File: src/rtl/stochastic_stream_gen.sv
// Stochastic number generator: turns two unsigned operands plus a fixed ~50% threshold into
// unipolar serial bitstreams, one bit per clock, over a frame of STREAM_LEN cycles.
module stochastic_stream_gen #(
    parameter int               WIDTH      = 8,
    parameter int               STREAM_LEN = (1 << WIDTH) - 1,
    parameter logic [WIDTH-1:0] SEED_A     = WIDTH'(8'h01),
    parameter logic [WIDTH-1:0] SEED_B     = WIDTH'(8'hA5),
    parameter logic [WIDTH-1:0] SEED_S     = WIDTH'(8'h3C)
) (
    input  logic             clk,
    input  logic             rst,
    input  logic             start,
    input  logic [WIDTH-1:0] value_a,
    input  logic [WIDTH-1:0] value_b,
    output logic             serial_line1,
    output logic             serial_line2,
    output logic             sel,
    output logic             valid,
    output logic             busy,
    output logic             done
);

    localparam int               CW       = $clog2(STREAM_LEN + 1);
    localparam logic [CW-1:0]    LAST_IDX = CW'(STREAM_LEN - 1);
    localparam logic [WIDTH-1:0] ONE      = {{(WIDTH-1){1'b0}}, 1'b1};
    // Tap masks: bits 8,6,5,4 (WIDTH=8) or 16,15,13,4 (WIDTH=16), numbered from 1.
    localparam logic [WIDTH-1:0] TAPS     = (WIDTH == 16) ? WIDTH'(16'hD008) : WIDTH'(8'hB8);
    localparam logic [WIDTH-1:0] SEL_TH   = WIDTH'((1 << (WIDTH - 1)) - 1);
    localparam logic [WIDTH-1:0] INIT_A   = (SEED_A == '0) ? ONE : SEED_A;
    localparam logic [WIDTH-1:0] INIT_B   = (SEED_B == '0) ? ONE : SEED_B;
    localparam logic [WIDTH-1:0] INIT_S   = (SEED_S == '0) ? ONE : SEED_S;

    typedef enum logic [1:0] {
        S_IDLE = 2'd0,
        S_RUN  = 2'd1,
        S_DONE = 2'd2
    } state_t;

    function automatic logic [WIDTH-1:0] lfsr_next(input logic [WIDTH-1:0] s);
        return {s[WIDTH-2:0], ^(s & TAPS)};
    endfunction

    state_t           state, state_nx;
    logic [WIDTH-1:0] lfsr_a, lfsr_b, lfsr_s;
    logic [WIDTH-1:0] val_a, val_b;
    logic [CW-1:0]    cnt;
    logic             emit, load;

    // Next-state decode; emit marks cycles that produce a stream bit.
    always_comb begin
        state_nx = state;
        emit     = 1'b0;
        load     = 1'b0;
        case (state)
            S_IDLE: begin
                if (start) begin
                    state_nx = S_RUN;
                    load     = 1'b1;
                end else begin
                    state_nx = S_IDLE;
                end
            end
            S_RUN: begin
                emit = 1'b1;
                if (cnt == LAST_IDX) begin
                    state_nx = S_DONE;
                end else begin
                    state_nx = S_RUN;
                end
            end
            S_DONE: state_nx = S_IDLE;
            default: state_nx = S_IDLE;
        endcase
    end

    // State, operand latches, LFSRs and registered outputs.
    always_ff @(posedge clk) begin
        if (rst) begin
            state        <= S_IDLE;
            lfsr_a       <= INIT_A;
            lfsr_b       <= INIT_B;
            lfsr_s       <= INIT_S;
            val_a        <= '0;
            val_b        <= '0;
            cnt          <= '0;
            serial_line1 <= 1'b0;
            serial_line2 <= 1'b0;
            sel          <= 1'b0;
            valid        <= 1'b0;
            busy         <= 1'b0;
            done         <= 1'b0;
        end else begin
            state <= state_nx;
            if (load) begin
                val_a <= value_a;
                val_b <= value_b;
                cnt   <= '0;
            end else if (emit) begin
                cnt <= cnt + CW'(1);
            end
            // The generators only move when a bit leaves, so frames chain without reseeding.
            if (emit) begin
                lfsr_a <= lfsr_next(lfsr_a);
                lfsr_b <= lfsr_next(lfsr_b);
                lfsr_s <= lfsr_next(lfsr_s);
            end
            serial_line1 <= emit & (lfsr_a <= val_a);
            serial_line2 <= emit & (lfsr_b <= val_b);
            sel          <= emit & (lfsr_s <= SEL_TH);
            valid        <= emit;
            busy         <= (state_nx != S_IDLE);
            done         <= (state == S_DONE);
        end
    end

endmodule
File: config.mk
export PLATFORM = sky130hd
export DESIGN_NAME = stochastic_stream_gen
export DESIGN_NICKNAME = d
export VERILOG_FILES = /design/src/rtl/stochastic_stream_gen.sv
export SDC_FILE = /design/constraint.sdc
export NUM_CORES = 1
export LEC_CHECK = 0
export ABC_CLOCK_PERIOD_IN_PS = 2500
export CAP_MARGIN = 20
export CORE_MARGIN = 1
export CORE_UTILIZATION = 26
export DETAILED_ROUTE_END_ITERATION = 6
export HOLD_SLACK_MARGIN = 0.05
export PLACE_DENSITY_LB_ADDON = 0.1
export SLEW_MARGIN = 20
export SYNTH_ARGS = -nofsm -noshare
export SYNTH_HDL_FRONTEND = slang
export SYNTH_SLANG_ARGS = --single-unit
export TNS_END_PERCENT = 5
File: constraint.sdc
create_clock -name clk -period 2.5 [get_ports clk]
set_input_delay 0.5 -clock clk [delete_from_list [all_inputs] [get_ports clk]]
set_output_delay 0.5 -clock clk [all_outputs]
set_load 0.1 [all_outputs]
==> metrics.md <==
| Metric | Value |
|---|---|
| # fillers | ~950 |
| Hold Crit Depth | 2 |
| Initial core utilization | between 20% and 30% |
| Clk_skew | roughly 0.0074 ns |
| Synth top area cells | dfxtp_1, nand2_1, ha_1 |
| Num Clock Sinks | 56 |
| Latest clock arrival within the worst-skew pair | 0.31 ns |
| Postcts setup bufs | 0 |
| Drt initial violations | 68 |
| Share of the synthesized area in the top cell type | roughly 46% |
| Final instance area | around 2900 µm² |
| Number of H-tree levels | 2 |
| Maximum vdd drop | roughly 0.25 mV |
| Placed inst area | about 2800 µm² |
| CP Data Required Time | approximately 2.7 ns |
| Post-synthesis sequential area ratio | a little under half |
| Post-synth top cells | nand2_1, dfxtp_1, a21oi_1, inv_1, ha_1 |
| Hold-fix buffers, CTS | 0 |
| Final hold viol count | 0 |
| Status | finished clean |
| DR WL/cell | around 13 µm |
| Vias in the first global route | about 1800 |
| Reg2reg path depth | 4 |
| Synth warn | 0 |
| DRC viols | 0 |
| Ports | 25 |
| Ys flop type | dfxtp_1 |
| Post-Syn Nets | about 320 |
| Worst hold path type | reg2reg |
| Grt ovf | 0 |
| Most crowded layer after global routing | met2 |
| Cell area after synthesis | 2439 µm² |
| CP Launch Type | primary input |
| Grt met2 use | between 10% and 20% |
| Minimum clock period | ~1.9 ns |
| Synth cell types | 32 |
| GR Util met1 | between 10% and 20% |
| Final setup viols | 0 |
| Final WL | about 5400 µm |
| Die area | 9770 µm² |
| Most common cell in the synthesized netlist | nand2_1 |
| Die Y | 98.85 µm |
| Synthesis-stage register bit count | 56 |
| Fraction of registers with async set or reset after synthesis | 0% |
| Mean Syn Cell Area | between 8 and 9 µm² |
| CTS tree | yes |
| Antenna violations before repair | 0 |
| First-pass GRT wire length | ~9000 µm |
| Clock root cell | clkbuf_8 |
| Peak Freq | approximately 540 MHz |
| Final nets | 347 |
| Antenna violation net count after detailed routing | 0 |
| Area of the multi-input gates | 1171 µm² |
| Max cap viols | 0 |
| Die W | ~99 µm |
| PwrDens | 648.4 nW/µm² |
| Register area | ~1100 µm² |
| HPWL Detailed | around 3800 µm |
| Gr usage total | 11.92% |
| CTS Buf Count | 5 |
| Largest net degree at the start of global routing | 24 |
| Port Buffers | 24 |
| Final Wtd Congestion | approximately 0.7 |
| CTS clock-pin slew for the worst setup and hold paths | ~0.1 ns |
| Resized cells post-CTS | 0 |
| Tcrit/Tclk final | about three quarters |
| TNS Setup | 0 ns |
| Drt pass-1 iters | 4 |
| Worst slew pin tran | roughly 0.55 ns |
| Worst setup EP type | flip-flop |
| Hold Slack | between 0.4 and 0.5 ns |
| Grt met3 use | under 10% |
| Area growth syn-to-layout | 18.83% |
| Clock buffer depth | 2 |
| # diodes | 0 |
| Setup slack after layout | approximately 0.64 ns |
| Place WS | 0.3116 ns |
| CP max FO | 11 |
| Detailed-route vias per instance | between 4 and 5 |
| Row count | 34 |
| RSZ-0062 raised after global routing | false |
| Layout cells sized above 1 | 8.387% |
| Final core occ | about a third |
| Final Max Slew Viols | 0 |
| Leakage | between 1 and 1.5 nW |
| Post-synthesis instance total | around 280 |
| Total number of vias | roughly 1800 |
| Post-synth EDFFs | 0 |
| CORE AREA | 8891 µm² |
| Max_slew headroom | a little over three fifths |
| WS Path Type | in2reg |
| Largest area contributor in the netlist | dfxtp_1 |
| CP arrival | around 2.1 ns |
cell families after synthesis:
logic type / after synthesis / synth area share [%]
compound gates: 52 / 12.31
xor+xnor: 14 / 5.028
fa+ha+maj: 19 / 9.749
simple gates: 110 / 20.93
buf+inv: 33 / 6.003
flops: 56 / 45.97
registers in the layout (all words and copies together), names as in the netlist, 2 cells and up:
signal,flops
cnt,8
lfsr_a,8
lfsr_b,8
lfsr_s,8
state,2
val_a,8
val_b,8
routing by layer:
metal  vias to the layer above  part of all wire, %
met5                         -                    0
met4                         0                 0.98
met3                         5                  3.7
met2                        27                   45
met1                       831                   51
li1                        984                    -
layout by cell type, fill, tap and decap left out, drive strengths merged, types with 9 or more instances in the layout:
| master | n |
|---|---|
| xnor2 | 9 |
| buf | 13 |
| dfxtp | 56 |
| clkdlybuf4s50 | 18 |
| nand2 | 66 |
| a21oi | 24 |
| o21ai | 18 |
| inv | 20 |
| ha | 19 |
| nor2 | 16 |
worst max-delay path: stages:
cell             delay (ns)
clkdlybuf4s50_1        0.75
buf_4                  0.22
nand2b_1               0.26
inv_1                  0.18
o311a_1                0.14
report_power, final:
part	internal (W)	leakage (nW)	switching (W)
clock	0.000222	0.0510	0.000299
sequential	0.000953	0.459	0.0000381
combinational	0.000148	0.637	0.000219
metrics by stage:
step	std cells	power, W
6_report	418	0.001879
2_1_floorplan	284	0.001267
3_5_place_dp	410	0.001384
4_1_cts	418	0.001911
3_3_place_gp	410	0.001383
5_1_grt	418	0.002004
cell type report:
| cell class | count | share of cell area, % |
|---|---|---|
| multi-input combinational | 195 | 40.41 |
| sequential | 56 | 38.69 |
| tap | 108 | 4.663 |
| timing repair buffer | 31 | 10.45 |
| clock buffer | 6 | 2.850 |
| inverter | 20 | 2.591 |
| clock inverter | 2 | 0.3454 |
worst paths after layout:
check	startpoint	end	slack (ns)
hold reg to reg	lfsr_s[6]	lfsr_s[7]	0.46
hold / removal	lfsr_s[6]	lfsr_s[7]	0.46
setup / recovery	rst	serial_line1	0.64
setup reg to reg	state[0]	serial_line1	0.85
Power figures use the tool's default switching activity.
